===== config.mk =====
export PLATFORM = sky130hd
export DESIGN_NAME = alu_fu
export DESIGN_NICKNAME = d
export VERILOG_FILES = /design/src/rtl/alu_fu.sv
export SDC_FILE = /design/constraint.sdc
export NUM_CORES = 1
export LEC_CHECK = 0
export ABC_AREA = 1
export BUFFER_PORTS_ARGS = -buffer_cell sky130_fd_sc_hd__buf_2
export CAP_MARGIN = 20
export CORE_MARGIN = 10
export CORE_UTILIZATION = 45
export DETAILED_ROUTE_END_ITERATION = 8
export PLACE_DENSITY_LB_ADDON = 0.25
export RECOVER_POWER = 50
export SLEW_MARGIN = 15
export SYNTH_ARGS = -nofsm -noshare
export SYNTH_HDL_FRONTEND = slang
export SYNTH_SLANG_ARGS = --single-unit

===== constraint.sdc =====
create_clock -name clk -period 7.5 [get_ports clk]
set_clock_uncertainty 0.1 [all_clocks]
set_input_delay 1.5 -clock clk [delete_from_list [all_inputs] [get_ports clk]]
set_output_delay 1.5 -clock clk [all_outputs]
set_load 0.005 [all_outputs]

===== src/rtl/alu_fu.sv =====
// alu_fu: 8-bit one-cycle integer FU feeding an in-order result queue
// that requests the CDB via cdbreq/cdbgrant.
// Ports: clk, rst (sync, active-low); issue bus futransmit/operand/
// depvals/wbs/flag/robid; flush; fuready; CDB cdbreq/cdbgrant and
// head data cdbtag/cdbval/cdbwbs/cdbflag/cdbrobid; inflight count.
module alu_fu #(
    parameter int RQ_DEPTH = 2,
    parameter int TAG_W    = 4
) (
    input  logic             clk,
    input  logic             rst,
    input  logic             futransmit,
    input  logic [7:0]       operand,
    input  logic [1:0][7:0]  depvals,
    input  logic [7:0]       wbs,
    input  logic [7:0]       flag,
    input  logic [7:0]       robid,
    input  logic             flush,
    output logic             fuready,
    output logic             cdbreq,
    input  logic             cdbgrant,
    output logic [TAG_W-1:0] cdbtag,
    output logic [7:0]       cdbval,
    output logic [7:0]       cdbwbs,
    output logic [7:0]       cdbflag,
    output logic [7:0]       cdbrobid,
    output logic [2:0]       inflight
);
    localparam int PW = (RQ_DEPTH > 1) ? $clog2(RQ_DEPTH) : 1;
    localparam int CW = PW + 1;

    typedef struct packed {
        logic [7:0] val;
        logic [7:0] wbs;
        logic [7:0] flg;
        logic [7:0] rid;
    } res_t;

    logic          e_v;
    logic [2:0]    e_op;
    logic          e_cin;
    logic [7:0]    e_a;
    logic [7:0]    e_b;
    logic [7:0]    e_wbs;
    logic [7:0]    e_rid;

    res_t          q [RQ_DEPTH];
    logic [PW-1:0] wp;
    logic [PW-1:0] rp;
    logic [CW-1:0] cnt;

    logic          acc;
    logic          push;
    logic          pop;
    res_t          res;
    res_t          head;

    // Only the op field, carry-enable and carry flag reach the ALU.
    logic unused_bits;
    assign unused_bits = ^{operand[7:5], operand[3], flag[7:1]};

    logic [8:0]  add;
    logic [8:0]  sub;
    logic [15:0] shl;
    logic [15:0] shr;
    logic [7:0]  r;
    logic        c;

    always_comb begin
        add = {1'b0, e_a} + {1'b0, e_b} + {8'd0, e_cin};
        // Bit 8 of the 9-bit difference is the borrow.
        sub = {1'b0, e_a} - {1'b0, e_b} - {8'd0, e_cin};
        // Widened shifts leave the last bit out next to the byte;
        // a zero shift leaves that bit clear.
        shl = {8'd0, e_a} << e_b[2:0];
        shr = {e_a, 8'd0} >> e_b[2:0];
        r   = 8'd0;
        c   = 1'b0;
        unique case (e_op)
            3'd0: {c, r} = add;
            3'd1: {c, r} = sub;
            3'd2: r = e_a & e_b;
            3'd3: r = e_a | e_b;
            3'd4: r = e_a ^ e_b;
            3'd5: begin
                r = shl[7:0];
                c = shl[8];
            end
            3'd6: begin
                r = shr[15:8];
                c = shr[7];
            end
            3'd7: r = e_a;
        endcase
    end

    assign res = '{
        val: r,
        wbs: e_wbs,
        flg: {5'd0, r[7], c, (r == 8'd0)},
        rid: e_rid
    };

    assign inflight = 3'(cnt) + {2'b00, e_v};
    assign fuready  = inflight < 3'(RQ_DEPTH);
    assign acc      = rst & ~flush & futransmit & fuready;
    assign push     = e_v;
    assign cdbreq   = cnt != '0;
    assign pop      = cdbreq & cdbgrant;
    assign head     = q[rp];

    assign cdbval   = cdbreq ? head.val : 8'd0;
    assign cdbwbs   = cdbreq ? head.wbs : 8'd0;
    assign cdbflag  = cdbreq ? head.flg : 8'd0;
    assign cdbrobid = cdbreq ? head.rid : 8'd0;
    assign cdbtag   = cdbreq ? head.rid[TAG_W-1:0] : '0;

    always_ff @(posedge clk) begin
        if (!rst || flush) begin
            e_v <= 1'b0;
            wp  <= '0;
            rp  <= '0;
            cnt <= '0;
        end else begin
            e_v <= acc;
            if (push)
                wp <= wp + PW'(1);
            if (pop)
                rp <= rp + PW'(1);
            case ({push, pop})
                2'b10:   cnt <= cnt + CW'(1);
                2'b01:   cnt <= cnt - CW'(1);
                default: cnt <= cnt;
            endcase
        end
    end

    // Payload storage; validity is carried by e_v and cnt.
    always_ff @(posedge clk) begin
        if (acc) begin
            e_op  <= operand[2:0];
            e_cin <= operand[4] & flag[0];
            e_a   <= depvals[0];
            e_b   <= depvals[1];
            e_wbs <= wbs;
            e_rid <= robid;
        end
        if (push)
            q[wp] <= res;
    end

endmodule


=== After elaboration in Yosys (flattened, before gate mapping) ===
Memories as Yosys holds them, arrays and structs flattened. A register that Yosys moved wholly into a read port is not among the register bits.
Cells that the tools add are included.

* Flip-flop bits (word level): 41
* Bits in latches: 0
* RAM bits: 54
* Bits in read-only memories: 0
* Output and inout port bits: 41
* Logic and storage cells: 59
* Memories kept: 1

* Add/sub/neg operators: 9
* Multipliers: 0
* Divide/modulo/power cells: 0
* $lt $le $gt $ge: 1
* Eq/ne operators: 9
* Shifts and indexed selects: 2
* Multiplexer cells: 12
* Bitwise operators: 9
* Reductions and logical operators: 6

{| class="wikitable"
|+ Memories
! name !! words !! bits a word !! rd ports !! clocked after memory_dff !! write ports !! line !! RTL
|-
| q || 2 || 27 || 1 || 1 || 1 || 47 || <nowiki>res_t q [RQ_DEPTH];</nowiki>
|}

{| class="wikitable"
|+ Operators with widths
! cell !! number
|-
| case mux 8 bit (8 select lines) || 1
|-
| two-way mux 8 bit || 4
|-
| >> shifter 16 x 3 -> 16 bit || 1
|-
| == test 3 bit (second input constant) || 4
|-
| adder 8 x 8 -> 9 bit || 1
|-
| adder 9 x 1 -> 9 bit || 1
|-
| left shift 8 x 3 -> 9 bit || 1
|-
| subtractor 8 x 8 -> 9 bit || 1
|-
| subtractor 9 x 1 -> 9 bit || 1
|-
| AND 8 bit || 1
|-
| zero test 8 bit || 1
|-
| bitwise OR 8 bit || 1
|-
| XOR 8 bit || 1
|-
| == test 3 x 2 -> 1 bit (second input constant) || 2
|-
| AND 1 bit || 5
|-
| two-way mux 1 bit || 4
|-
| two-way mux 4 bit || 1
|-
| case mux 1 bit (4 select lines) || 1
|-
| case mux 2 bit (2 select lines) || 1
|-
| nonzero test 2 bit || 2
|-
| adder 2 x 1 -> 3 bit || 1
|-
| == test 3 x 1 -> 1 bit (second input constant) || 1
|-
| zero test 3 bit || 1
|-
| less-than comparator 3 x 2 -> 1 bit (second input constant) || 1
|-
| other kinds (8) || 9
|}

=== Longest topological paths before layout ===
* Word-level depth: 4
* Mapped depth: 17

=== Worst setup path before layout ===
OpenSTA, ideal clock, no wires.

* Kind: input to register
* Start point: input port rst
* End point: register e_a[0], enable pin
* Arrival time: 3254 ps
* Required time: 6971 ps
* Slack: 3717 ps
* Stages: 4
* Path through: inv_1 nor2_1 inv_1 nor2_1

* Word-level cells in the longest chain between the ends: 3

{| class="wikitable"
|+ RTL lines
! item !! line !! RTL
|-
| from (decl) || 11 || <nowiki>input logic rst,</nowiki>
|-
| AND 1 bit (3 in series) || 106 || <nowiki>assign acc = rst & ~flush & futransmit & fuready;</nowiki>
|-
| via acc || 52 || <nowiki>logic acc;</nowiki>
|-
| to (signal assigned) || 143 || <nowiki>e_a <= depvals[0];</nowiki>
|-
| to (decl) || 42 || <nowiki>logic [7:0] e_a;</nowiki>
|}

The timed path passes the listed nets, and every way through them passes these cells.
A chain may end at the register's enable or synchronous reset.

==> flow_results.xml <==
<?xml version="1.0" encoding="UTF-8"?>
<metrics>
  <group name="global_routing">
    <metric name="global_route_wire_length_before_repair" unit="um">21100</metric>
    <metric name="grt_max_degree" unit="">37</metric>
    <metric name="grt_antenna_before_repair" unit="">0</metric>
    <metric name="grt.overflow.total" unit="">0</metric>
    <metric name="track_usage" unit="">0.157</metric>
    <metric name="grt_pass1_vias" unit="">4192</metric>
  </group>
  <group name="placed_design">
    <metric name="placed_wire_length_estimate" unit="um">9820</metric>
    <metric name="post_dp_cell_area" unit="mm^2">0.00594</metric>
    <metric name="quantity_of_i_o_buffers_inserted_on_ports" unit="">77</metric>
    <metric name="placer_congestion_estimate" unit="">0.906</metric>
  </group>
  <group name="clocking">
    <metric name="ctsResizeCount" unit="">0</metric>
    <metric name="tritoncts.num_buffers" unit="">9</metric>
    <metric name="worst_setup_hold_path_clk_slew" unit="ns">0.07</metric>
    <metric name="clock_latency" unit="ns">0.34</metric>
    <metric name="cts_hold_bufs" unit="">0</metric>
    <metric name="clk_root_buffer_cell" unit="">sky130_fd_sc_hd__clkbuf_16</metric>
    <metric name="tritoncts" unit="">done</metric>
    <metric name="clock_tree.buffer_depth" unit="">2</metric>
    <metric name="cts_setup_buffers" unit="">0</metric>
    <metric name="clock_tree.htree_level_count" unit="">3</metric>
    <metric name="clock_sinks" unit="">94</metric>
  </group>
  <group name="sta">
    <metric name="final-setup-viol-count" unit="">0</metric>
    <metric name="rsz0062_at_grt" unit="">no</metric>
    <metric name="min_period_over_period" unit="">0.505</metric>
    <metric name="slew_worst_pin" unit="ns">1.49</metric>
    <metric name="timing.slew.headroom" unit="">0.00664</metric>
    <metric name="max_freq" unit="MHz">264</metric>
    <metric name="slew_violations" unit="">0</metric>
    <metric name="hold_violations" unit="">0</metric>
    <metric name="final.min_clock_period" unit="ns">3.78</metric>
    <metric name="fin_setup_tns" unit="ns">0</metric>
  </group>
  <group name="synth">
    <metric name="synth-async-reset-ratio" unit="">0</metric>
    <metric name="mappedNetlistArea" unit="mm^2">0.00551</metric>
    <metric name="largest_area_contributor_in_the_netlist" unit="">sky130_fd_sc_hd__edfxtp_1</metric>
    <metric name="post-synth-top-count-cell" unit="">sky130_fd_sc_hd__nand2_1</metric>
    <metric name="mean_area_per_synthesized_cell" unit="um^2">8.78</metric>
    <metric name="synth.top_cell.area_share" unit="">0.480</metric>
    <metric name="ys_top_cells_by_area" unit="">sky130_fd_sc_hd__edfxtp_1 (48%), sky130_fd_sc_hd__nand2_1 (11%), sky130_fd_sc_hd__ha_1 (8.0%), sky130_fd_sc_hd__nand3_1 (6.5%), sky130_fd_sc_hd__inv_1 (4.8%)</metric>
    <metric name="yosysWarningCount" unit="">0</metric>
    <metric name="synth.distinct_cells" unit="">30</metric>
    <metric name="ys_dominant_reg_cell" unit="">sky130_fd_sc_hd__edfxtp_1</metric>
    <metric name="synth.ff_latch_count" unit="">94</metric>
    <metric name="synth_seq_area_share" unit="">0.502</metric>
    <metric name="synthTopCellsByCount" unit="">sky130_fd_sc_hd__nand2_1 (166), sky130_fd_sc_hd__edfxtp_1 (88), sky130_fd_sc_hd__nand3_1 (72), sky130_fd_sc_hd__inv_1 (71), sky130_fd_sc_hd__nor2_1 (58)</metric>
    <metric name="synth_edf_count" unit="">88</metric>
    <metric name="netlist_instances" unit="">627</metric>
  </group>
  <group name="pwr">
    <metric name="max-vdd-ir-drop" unit="V">0.000103</metric>
    <metric name="p_leak" unit="nW">2.92</metric>
    <metric name="cellPowerDensity" unit="mW/mm^2">195</metric>
  </group>
  <group name="floorplan">
    <metric name="die_height" unit="um">131</metric>
    <metric name="die_w" unit="um">131</metric>
    <metric name="die_area" unit="mm^2">0.0171</metric>
    <metric name="initial_utilization" unit="">0.458</metric>
    <metric name="std_cell_rows" unit="">40</metric>
    <metric name="boundaryPins" unit="">94</metric>
    <metric name="fp.coreArea" unit="mm^2">0.0120</metric>
  </group>
  <group name="drt">
    <metric name="drt_pass1_iterations" unit="">5</metric>
    <metric name="route.detailed.wl_per_inst" unit="um">15.8</metric>
    <metric name="drt_wl_total" unit="um">13400</metric>
    <metric name="detailedRoute.firstIterationViolations" unit="">310</metric>
    <metric name="vias" unit="">4416</metric>
    <metric name="drt-vias-per-instance" unit="">5.20</metric>
    <metric name="antenna_violating_nets_post_route" unit="">0</metric>
    <metric name="detail_route.drc_violations" unit="">0</metric>
  </group>
  <group name="run">
    <metric name="drv.max_cap_violation_count" unit="">0</metric>
  </group>
  <group name="layout">
    <metric name="syn_to_final_growth" unit="%">14.8</metric>
    <metric name="antennaDiodeCount" unit="">0</metric>
    <metric name="final_nets" unit="">789</metric>
    <metric name="postLayoutCellArea" unit="mm^2">0.00632</metric>
    <metric name="filler_cell_count" unit="">1112</metric>
    <metric name="drive_gt1_frac" unit="">0.170</metric>
  </group>
  <group name="setup_path">
    <metric name="crit_path_cell_trace" unit="">buf_4, clkinv_1, nand2_1, a21oi_1, buf_2</metric>
    <metric name="critical_path.slowest_cell" unit="">sky130_fd_sc_hd__clkinv_1</metric>
    <metric name="worstPathRequired" unit="ns">5.90</metric>
    <metric name="crit_fanout" unit="">27</metric>
    <metric name="timing.critical_path.buf_inv" unit="">3</metric>
    <metric name="setup.worst_path.class" unit="">reg -&gt; out</metric>
    <metric name="critical_path_start_type" unit="">flip-flop</metric>
    <metric name="data_arrival_critical_path" unit="ns">2.18</metric>
    <metric name="cp-end-kind" unit="">output port</metric>
    <metric name="critical_path.max_stage_delay" unit="ns">0.72</metric>
    <metric name="top_cell_family_by_delay_on_the_critical_path" unit="">buffers and inverters</metric>
  </group>
  <group name="worst_hold_path">
    <metric name="hold_class" unit="">reg -&gt; reg</metric>
  </group>
  <group name="status">
    <metric name="outcome" unit="">complete, no violations</metric>
  </group>
</metrics>
==> report_power, final <==
| part | total [mW] | internal (mW) | switching (mW) | leakage (nW) |
|---|---|---|---|---|
| combinational | 0.105 | 0.0384 | 0.0662 | 1.90 |
| clock | 0.532 | 0.330 | 0.201 | 0.169 |
| sequential | 0.596 | 0.586 | 0.00980 | 0.858 |
==> cells in the final DEF, fill, tap and decap left out, drive strengths merged, types with 2 or more instances in the layout <==
cell,count
nand2,170
edfxtp,88
buf,79
inv,79
nand3,76
nor2,66
a21oi,42
ha,35
o21ai,14
nand4,11
clkbuf,11
dfxtp,6
conb,5
fa,4
bufinv,3
or2,2
nand3b,2
o211ai,2
xor2,2
nor3,2
==> routing by layer <==
layer  share of wire  vias to the layer above  track usage
met4           0.019                        0       0.0569
met1            0.45                     2033        0.199
met5               0                        -            0
li1                -                     2197            -
met3           0.065                       22       0.0306
met2            0.47                      164        0.259
==> worst paths after layout <==
| check | cells past startpoint | from | to | slack, ns |
|---|---|---|---|---|
| setup / recovery | 5 | flip-flop | cdbval[3] | 3.72 |
| hold reg to reg | 0 | e_rid[1] | q[0][1] | 0.34 |
| setup reg to reg | 11 | e_b[1] | q[1][8] | 4.47 |
| hold / removal | 0 | e_rid[1] | q[0][1] | 0.34 |
==> cell families (layout without fill, tap and decap cells) <==
group | Yosys count | in the layout | share of synthesized area
AND/OR/NAND/NOR | 329 | 329 | 0.259
other | 1 | 5 | 0.000681
adder cells (fa/ha/maj) | 39 | 39 | 0.0941
XOR/XNOR | 2 | 2 | 0.00318
flip-flops | 94 | 94 | 0.502
AO/OA/AOI/OAI | 59 | 59 | 0.0550
buffers and inverters | 103 | 174 | 0.0859
==> sequential cells by signal (all words and copies together) (netlist names), named ones only <==
signal,count
q,52
e_a,8
rp,1
e_b,8
e_op,3
e_rid,8
wp,1
cnt,2
e_cin,1
e_v,1
e_wbs,8
==> through the flow <==
step / worst slack [ns] / power (mW) / std cells / utilization / hold slack [ns]
2_1_floorplan: 3.72 / 0.675 / 631 / - / 0.321
3_3_place_gp: 4.06 / 0.706 / 831 / 0.494 / 0.322
3_5_place_dp: 4.02 / 0.710 / 831 / 0.494 / 0.329
4_1_cts: 3.63 / 1.24 / 847 / 0.523 / 0.345
5_1_grt: 3.49 / 1.28 / 849 / 0.526 / 0.354
6_report: 3.72 / 1.23 / 849 / 0.526 / 0.342
==> final cells by class <==
type	count	area (um^2)	share of cell area
Sequential cell	94	2760	0.437
Multi-Input combinational cell	434	2300	0.364
Timing Repair Buffer	81	428	0.0677
Inverter	77	292	0.0461
Clock buffer	9	225	0.0356
Tap cell	147	184	0.0291
Clock inverter	7	126	0.0200
No activity file was read; power rests on OpenSTA's default activity.
